## config.mk

```make
export PLATFORM = sky130hd
export DESIGN_NAME = shift_exec_stage
export DESIGN_NICKNAME = d
export VERILOG_FILES = /design/src/rtl/shift_exec_stage_pkg.sv /design/src/rtl/shift_unit.sv /design/src/rtl/shift_exec_stage.sv
export SDC_FILE = /design/constraint.sdc
export NUM_CORES = 1
export LEC_CHECK = 0
export BUFFER_PORTS_ARGS = -buffer_cell sky130_fd_sc_hd__buf_2
export CORE_MARGIN = 2
export CORE_UTILIZATION = 52
export CTS_BUF_LIST = sky130_fd_sc_hd__clkbuf_8
export DETAILED_ROUTE_END_ITERATION = 10
export PLACE_DENSITY_LB_ADDON = 0.12
export RECOVER_POWER = 25
export REMOVE_ABC_BUFFERS = 1
export SLEW_MARGIN = 0
export SYNTH_ARGS = -nofsm -noshare
export SYNTH_HDL_FRONTEND = slang
export SYNTH_HIERARCHICAL = 1
export SYNTH_SLANG_ARGS = --single-unit
```

## constraint.sdc

```tcl
create_clock -name clk -period 2.7 [get_ports clk]
set_input_delay 0.135 -clock clk [delete_from_list [all_inputs] [get_ports clk]]
set_output_delay 0.135 -clock clk [all_outputs]
set_load 0.005 [all_outputs]
```

## src/rtl/shift_exec_stage_pkg.sv

```systemverilog
// Shared core constants and the shift-direction encoding used by decode and execute.
package shift_exec_stage_pkg;

    localparam int unsigned CPU_DATA_W = 16;
    localparam int unsigned CPU_AMT_W  = 4;
    localparam int unsigned CPU_RD_W   = 3;
    localparam int unsigned CPU_CNT_W  = 16;

    typedef enum logic {
        SHIFT_LEFT  = 1'b0,
        SHIFT_RIGHT = 1'b1
    } shift_dir_e;

endpackage

```

## src/rtl/shift_unit.sv

```systemverilog
// Combinational logical shifter: zero fill in both directions, no carry out.
module shift_unit
    import shift_exec_stage_pkg::*;
#(
    parameter int unsigned DATA_W = CPU_DATA_W,
    parameter int unsigned AMT_W  = CPU_AMT_W
) (
    input  logic [DATA_W-1:0] data,
    input  logic [AMT_W-1:0]  amount,
    input  shift_dir_e        dir,
    output logic [DATA_W-1:0] result
);

    always_comb begin
        result = '0;
        if (dir == SHIFT_RIGHT) begin
            result = data >> amount;
        end else begin
            result = data << amount;
        end
    end

endmodule

```

## src/rtl/shift_exec_stage.sv

```systemverilog
// Two-stage execute wrapper: S1 operand regs -> shift_unit -> S2 result regs, valid/ready on both sides.
module shift_exec_stage
    import shift_exec_stage_pkg::*;
#(
    parameter int unsigned DATA_W = CPU_DATA_W,
    parameter int unsigned AMT_W  = CPU_AMT_W,
    parameter int unsigned RD_W   = CPU_RD_W,
    parameter int unsigned CNT_W  = CPU_CNT_W
) (
    input  logic                 clk,
    input  logic                 rst_n,
    input  logic                 flush,
    input  logic                 in_valid,
    output logic                 in_ready,
    input  logic [DATA_W-1:0]    in_data,
    input  logic [AMT_W-1:0]     in_amount,
    input  logic                 in_lorr,
    input  logic [RD_W-1:0]      in_rd,
    output logic                 out_valid,
    input  logic                 out_ready,
    output logic [DATA_W-1:0]    out_data,
    output logic [RD_W-1:0]      out_rd,
    output logic                 out_zero,
    output logic [2**RD_W-1:0]   busy_mask,
    output logic [CNT_W-1:0]     op_count
);

    if (DATA_W != 16) begin : g_bad_data_w
        $error("shift_exec_stage: DATA_W must be 16");
    end

    logic               s1_valid_q, s1_valid_d;
    logic [DATA_W-1:0]  s1_data_q,  s1_data_d;
    logic [AMT_W-1:0]   s1_amt_q,   s1_amt_d;
    shift_dir_e         s1_dir_q,   s1_dir_d;
    logic [RD_W-1:0]    s1_rd_q,    s1_rd_d;
    logic               out_valid_q, out_valid_d;
    logic [DATA_W-1:0]  out_data_q,  out_data_d;
    logic [RD_W-1:0]    out_rd_q,    out_rd_d;
    logic               out_zero_q,  out_zero_d;
    logic [CNT_W-1:0]   op_count_q,  op_count_d;

    logic               s2_load;
    logic               in_fire;
    logic               out_fire;
    logic [DATA_W-1:0]  shift_res;

    shift_unit #(
        .DATA_W (DATA_W),
        .AMT_W  (AMT_W)
    ) u_shift (
        .data   (s1_data_q),
        .amount (s1_amt_q),
        .dir    (s1_dir_q),
        .result (shift_res)
    );

    always_comb begin
        s2_load  = s1_valid_q && (!out_valid_q || out_ready);
        in_ready = !flush && (!s1_valid_q || s2_load);
        in_fire  = in_valid && in_ready;
        out_fire = out_valid_q && out_ready;

        s1_valid_d = in_fire || (s1_valid_q && !s2_load);
        s1_data_d  = s1_data_q;
        s1_amt_d   = s1_amt_q;
        s1_dir_d   = s1_dir_q;
        s1_rd_d    = s1_rd_q;
        if (in_fire) begin
            s1_data_d = in_data;
            s1_amt_d  = in_amount;
            s1_dir_d  = shift_dir_e'(in_lorr);
            s1_rd_d   = in_rd;
        end

        out_valid_d = s2_load || (out_valid_q && !out_ready);
        out_data_d  = out_data_q;
        out_rd_d    = out_rd_q;
        out_zero_d  = out_zero_q;
        if (s2_load) begin
            out_data_d = shift_res;
            out_rd_d   = s1_rd_q;
            out_zero_d = (shift_res == '0);
        end

        // Flush only kills the valid flags; a handshake on the same edge still counts.
        if (flush) begin
            s1_valid_d  = 1'b0;
            out_valid_d = 1'b0;
        end

        op_count_d = out_fire ? op_count_q + CNT_W'(1) : op_count_q;
    end

    always_ff @(posedge clk) begin
        if (!rst_n) begin
            s1_valid_q  <= 1'b0;
            s1_data_q   <= '0;
            s1_amt_q    <= '0;
            s1_dir_q    <= SHIFT_LEFT;
            s1_rd_q     <= '0;
            out_valid_q <= 1'b0;
            out_data_q  <= '0;
            out_rd_q    <= '0;
            out_zero_q  <= 1'b0;
            op_count_q  <= '0;
        end else begin
            s1_valid_q  <= s1_valid_d;
            s1_data_q   <= s1_data_d;
            s1_amt_q    <= s1_amt_d;
            s1_dir_q    <= s1_dir_d;
            s1_rd_q     <= s1_rd_d;
            out_valid_q <= out_valid_d;
            out_data_q  <= out_data_d;
            out_rd_q    <= out_rd_d;
            out_zero_q  <= out_zero_d;
            op_count_q  <= op_count_d;
        end
    end

    always_comb begin
        busy_mask = '0;
        if (s1_valid_q) begin
            busy_mask[s1_rd_q] = 1'b1;
        end
        if (out_valid_q) begin
            busy_mask[out_rd_q] = 1'b1;
        end
    end

    assign out_valid = out_valid_q;
    assign out_data  = out_data_q;
    assign out_rd    = out_rd_q;
    assign out_zero  = out_zero_q;
    assign op_count  = op_count_q;

endmodule

```

==> results of run 1 <==
[how the worst min path moves through the flow]
stage                            from       endpoint  cells after the start
final                     in_data[11]  s1_data_q[11]                      3
after global routing       in_data[6]   s1_data_q[6]                      3
after CTS                 in_data[13]  s1_data_q[13]                      3
after detailed placement  in_data[13]  s1_data_q[13]                      3
after global placement       in_valid     s1_valid_q                      3
after floorplan              in_valid     s1_valid_q                      2
[what timing repair did]
item	in CTS	in global routing
resized for setup	0	2
setup buffers	0	0
endpoints found under the setup margin	0	1
endpoints found under the hold margin	0	0
hold buffers	0	0
[flip-flops by register name, indices dropped and copies added, names as in the netlist]
signal	cells
out_valid	1
s1_dir_q	1
out_rd	3
s1_rd_q	3
s1_amt_q	4
out_zero	1
s1_valid_q	1
out_data	16
s1_data_q	16
op_count	16
[critical path, delay by kind of cell (launching register included)]
kind / cells / cell delay, ns
and+or+nand+nor: 3 / 0.60
buffers and inverters: 1 / 0.21
DFF: 1 / 0.38
AOI/OAI and AO/OA: 3 / 0.45
muxes: 2 / 0.81
[cell type report]
| cell class | instances | area, um2 | area share |
|---|---|---|---|
| clock inverters | 3 | 42.5 | 0.00866 |
| multi-input cells | 390 | 2750 | 0.560 |
| clock buffers | 12 | 165 | 0.0336 |
| repair buffers | 97 | 557 | 0.113 |
| well taps | 102 | 128 | 0.0260 |
| flip-flops and latches | 62 | 1240 | 0.253 |
| inverters | 7 | 26.3 | 0.00535 |
[routing by layer]
layer	up-vias	track usage	share of wire
met2	157	0.408	0.46
met1	1889	0.361	0.45
met4	0	0.0918	0.024
li1	1928	-	-
met3	27	0.0602	0.068
met5	-	0	0
[kinds of logic after synthesis]
kind of cell	Yosys count	synth area share
AOI/OAI and AO/OA	108	0.187
buffers and inverters	44	0.0581
DFF	62	0.293
muxes	52	0.194
xor gates and xnor gates	11	0.0227
adders and majority gates	1	0.00295
and+or+nand+nor	218	0.243
[power by group through the flow]
| stage | logic [mW] | registers [mW] | clock network, mW |
|---|---|---|---|
| final | 0.344 | 0.978 | 0.853 |
| after global routing | 0.375 | 0.982 | 0.910 |
| after CTS | 0.339 | 0.977 | 0.870 |
| after detailed placement | 0.338 | 0.998 | 0 |
| after global placement | 0.338 | 0.997 | 0 |
| after floorplan | 0.192 | 1.01 | 0 |
[cell usage in the layout, fill, tap and decap left out, types with 9 or more instances in the layout]
cell type | netlist | routed
a21boi_0 | 24 | 24
a21boi_1 | 23 | 23
a21oi_1 | 9 | 9
and2_1 | 13 | 13
buf_2 | 16 | 62
buf_4 | 5 | 20
clkbuf_1 | 12 | 11
clkbuf_8 | 0 | 12
dfxtp_1 | 62 | 60
mux2_2 | 9 | 9
mux2i_1 | 22 | 22
mux4_2 | 13 | 13
nand2_1 | 116 | 116
nand2b_1 | 17 | 17
nand3_1 | 9 | 9
nor2_1 | 22 | 22
==> results.yml, run 1 <==
detailed_routing:
  vias_per_cell: 5.95
  post-route-drc-count: 0
  via_count: 4001
  drt-initial-drc-count: 342
  drt_pass1_iterations: 5
  wire_per_inst_um: 16.8
  ant_nets: 0
  finalWirelength_mm: 11.3
synth:
  postSynthCellCount: 496
  synth_edf_count: 0
  yosys.area.top_type: "dfxtp_1"
  predominant_post_synthesis_flop_cell: "dfxtp_1"
  post_syn_area_per_cell_um2: 8.55
  ys_top_cells_by_count: "nand2_1 (116), dfxtp_1 (62), a21boi_0 (24)"
  yosysUniqueCellTypes: 61
  ys_top_cells_by_area: "dfxtp_1 (29%), nand2_1 (10%), mux4_2 (6.9%)"
  yosysSeqAreaShare: 0.293
  yosys.area.top_type_share: 0.293
  synth.ff_latch_count: 62
  synth_most_common_cell: "nand2_1"
  yosysWarnings: 6
  postSynth.asyncResetShare: 0
  post_synthesis_instance_area_mm2: 0.00424
timing:
  whs_ns: 0.0184
  layout_worst_path_cycle_share: 0.931
  max-slew-margin-rel: 0.412
  setup_viol: 0
  worst-slew-pin-transition_ns: 0.882
  fin_skew_ns: 0.0124
  fin_setup_tns_ns: 0
  drv_slew: 0
  max_freq_mhz: 398
  layout_setup_ws_ns: 0.185
  final-hold-violation-count: 0
  timing.final.crit_period_ns: 2.51
  grt_setup_unrepaired: "false"
worst_setup_path:
  timing.critical_path.arrival_ns: 2.78
  timing.reg2reg.setup_slack_ns: 0.19
  crit_path_end_kind: "register"
  reg2reg_to: "out_zero"
  reg2regPathDepth: 9
  cp-start-kind: "register"
  path_max_fanout: 24
  path_class: "reg2reg"
  slowest_delay_ns: 0.52
  critical_path.startpoint: "s1_amt_q[0]"
  critical-path-slowest-cell: "mux4_2"
  worstPathCellList: "buf_12, mux4_2, mux2_2, a21oi_1, o21ai_1, nor4_1, and4_1, nand2_1, a21boi_0"
  r2r_start: "s1_amt_q[0]"
  timing.critical_path.required_ns: 2.96
  critPathCapture: "out_zero"
power_and_ir_drop:
  p_seq_frac: 0.450
  switchingPower_mw: 0.580
  report.power.total_mw: 2.17
  power_per_cell_area_mw_per_mm2: 442
  switching_share: 0.267
  internal_power_mw: 1.59
  cellLeakagePower_nw: 1.94
  p_comb_frac: 0.158
  clock_share_of_power: 0.392
  ir_drop_uv: 261
finish:
  drive_gt1_frac: 0.228
  fin_cells: 673
  antenna_cells: 0
  layout.core_utilization: 0.629
  fin_area_mm2: 0.00491
  n_fill_cell: 709
  syn_to_final_growth_pct: 15.9
  fin_nets: 597
floorplan:
  io_count: 75
  floorplan.die.height_um: 94.3
  fp.dieArea_mm2: 0.00889
  num_rows: 32
  initial_utilization: 0.543
  core_region_area_mm2: 0.00781
  die_w_um: 94.3
clock_network:
  cts_tree: "built"
  ctsLongestPathBuffers: 2
  worst_setup_hold_path_clk_slew_ns: 0.07
  clk_root_buffer_cell: "clkbuf_8"
  clock-sinks: 62
  cts_htree_levels: 3
  source_to_sink_clock_delay_at_the_later_pin_of_the_worst_skew_pair_ns: 0.35
  tritoncts.num_buffers: 9
global_routing:
  grt_usage: 0.263
  gr-total-overflow: 0
  grt_pass1_wl_mm: 18.4
  grt_start_max_net_pins: 65
  first_global_vias: 3706
  grt_antenna_before_repair: 0
place:
  detailedPlace.worstSlack_ns: 0.188
  hpwlAfterDp_mm: 8.08
  place.gp.congestion: 0.983
  place.port_buffers: 74
  postPlaceCellArea_mm2: 0.00472
  post_placement_cell_count: 658
run:
  number_of_max_cap_violations: 0
outcome:
  outcome: "complete, no violations"
min_path:
  hp-class: "in2reg"
Note: power is estimated with default switching activity, not from simulation.
==> run 2: changes to the inputs <==
--- a/config.mk
+++ b/config.mk
@@ -7,7 +7,7 @@
 export LEC_CHECK = 0
 export BUFFER_PORTS_ARGS = -buffer_cell sky130_fd_sc_hd__buf_2
 export CORE_MARGIN = 2
-export CORE_UTILIZATION = 52
+export CORE_UTILIZATION = 55
 export CTS_BUF_LIST = sky130_fd_sc_hd__clkbuf_8
 export DETAILED_ROUTE_END_ITERATION = 10
 export PLACE_DENSITY_LB_ADDON = 0.12
==> results.yml, run 2 (synthesized netlist as in run 1, its figures left out) <==
outcome:
  outcome: "complete, no violations"
worst_setup_path:
  worstPathCellList: "buf_12, mux2_2, mux2i_1, a2bb2oi_1, a22oi_1, nor4_1, and4_1, nand2_1, a21boi_0"
  reg2reg_to: "out_zero"
  timing.critical_path.arrival_ns: 2.80
  timing.reg2reg.setup_slack_ns: 0.17
  cp-start-kind: "register"
  r2r_start: "s1_amt_q[0]"
  timing.critical_path.required_ns: 2.97
  crit_path_end_kind: "register"
  slowest_delay_ns: 0.44
  reg2regPathDepth: 9
  path_class: "reg2reg"
  critical-path-slowest-cell: "mux2_2"
  path_max_fanout: 21
detailed_routing:
  post-route-drc-count: 0
  via_count: 4110
  vias_per_cell: 6.01
  wire_per_inst_um: 17.3
  finalWirelength_mm: 11.8
  drt-initial-drc-count: 250
  ant_nets: 0
  drt_pass1_iterations: 5
global_routing:
  grtUsageMet3: 0.0427
  grt_use_met1: 0.371
  gr-usage-met2: 0.438
  grt_pass1_wl_mm: 18.5
  grt_antenna_before_repair: 0
  first_global_vias: 3726
  grt_usage: 0.276
  grt_start_max_net_pins: 65
  gr-total-overflow: 0
  grt_most_used_layer: "met2"
floorplan:
  core_region_area_mm2: 0.00761
  floorplan.die.height_um: 91.8
  die_w_um: 91.8
  fp.dieArea_mm2: 0.00843
  num_rows: 32
  io_count: 75
  initial_utilization: 0.557
min_path:
  hp-class: "in2reg"
  hold_path_end: "s1_data_q[6]"
  hold_path.startpoint: "in_data[6]"
  hold_crit_depth: 3
power_and_ir_drop:
  power_per_cell_area_mw_per_mm2: 434
  switching_share: 0.289
  ir_drop_uv: 272
  switchingPower_mw: 0.626
  cellLeakagePower_nw: 2.00
  internal_power_mw: 1.54
  p_seq_frac: 0.451
  clock_share_of_power: 0.380
  report.power.total_mw: 2.16
  p_comb_frac: 0.169
finish:
  drive_gt1_frac: 0.251
  syn_to_final_growth_pct: 17.6
  sequential_area_mm2: 0.00124
  fin_nets: 607
  n_fill_cell: 676
  layout.cells.most_common: "nand2_1"
  antenna_cells: 0
  total_area_of_multi_input_combinational_cells_mm2: 0.00275
  layout_common_cells: "nand2_1 (116), buf_2 (66), dfxtp_1 (59), buf_4 (31), a21boi_0 (24)"
timing:
  drv_slew: 0
  fin_skew_ns: 0.0123
  layout_worst_path_cycle_share: 0.936
  fin_setup_tns_ns: 0
  layout_setup_ws_ns: 0.173
  max-slew-margin-rel: 0.410
  grt_setup_unrepaired: "false"
  setup_viol: 0
  final-hold-violation-count: 0
  timing.final.crit_period_ns: 2.53
  worst-slew-pin-transition_ns: 0.885
  max_freq_mhz: 396
clock_network:
  tritoncts.num_buffers: 9
  worst_setup_hold_path_clk_slew_ns: 0.07
  ctsLongestPathBuffers: 2
  clk_root_buffer_cell: "clkbuf_8"
  cts_htree_levels: 3
  source_to_sink_clock_delay_at_the_later_pin_of_the_worst_skew_pair_ns: 0.34
  clock-sinks: 62
  holdBufCountCts: 0
  cts_tree: "built"
run:
  number_of_max_cap_violations: 0
place:
  place.gp.congestion: 0.957
  hpwlAfterDp_mm: 8.40
  place.port_buffers: 74
  detailedPlace.worstSlack_ns: 0.160
[run 2: cell count changes in the layout (fill, tap and decap cells not counted), sizes merged]
cell / change
buf: +12
clkinv: +2
inv: +1
clkinvlp: +1
clkbuf: -5
[run 2: through the flow]
| stage | cells | util | instance area (um2) | hold WS [ns] |
|---|---|---|---|---|
| after global placement | 667 | 0.627 | 4770 | 0.372 |
| after global routing | 684 | 0.655 | 4990 | 0.0259 |
| after floorplan | 459 | - | 4020 | 0.252 |
| after CTS | 683 | 0.653 | 4970 | 0.0114 |
| after detailed placement | 667 | 0.627 | 4770 | 0.381 |
| final | 684 | 0.655 | 4990 | 0.0221 |
[run 2: final cells by class]
class | instances | area share
well taps | 102 | 0.0256
clock inverters | 7 | 0.0146
multi-input cells | 390 | 0.552
repair buffers | 107 | 0.128
clock buffers | 9 | 0.0248
flip-flops and latches | 62 | 0.250
inverters | 7 | 0.00527
[run 2: critical path: cells and delay by family, from the launching register on]
kind | cells | cell delay (ns)
AOI/OAI and AO/OA | 3 | 0.67
muxes | 2 | 0.60
DFF | 1 | 0.43
buffers and inverters | 1 | 0.22
and+or+nand+nor | 3 | 0.55
[run 2: layer usage]
layer	up-vias	wire [um]
li1	1949	-
met1	1923	5070
met2	207	5460
met3	31	943
met4	0	340
met5	-	0
[run 2: worst max path at each step]
| stage | from | to | slack, ns |
|---|---|---|---|
| floorplan | s1_amt_q[0] | out_zero | -0.65 |
| global placement | s1_amt_q[0] | out_zero | 0.19 |
| detailed placement | s1_amt_q[0] | out_zero | 0.16 |
| CTS | s1_amt_q[0] | out_zero | 0.14 |
| global route | s1_amt_q[0] | out_zero | 0.02 |
| finish | s1_amt_q[0] | out_zero | 0.17 |
[run 2: what timing repair did]
| action | CTS | global route |
|---|---|---|
| setup buffers | 0 | 0 |
| endpoints found under the setup margin | 0 | 1 |
| gates resized for setup | 0 | 2 |
[run 2: power groups by stage]
stage                     Clock (mW)  Sequential (mW)  Combinational (mW)
after floorplan                    0             1.01               0.192
after global routing           0.882            0.978               0.395
after global placement             0            0.993               0.354
after detailed placement           0            0.994               0.354
after CTS                      0.844            0.973               0.355
final                          0.823            0.975               0.365
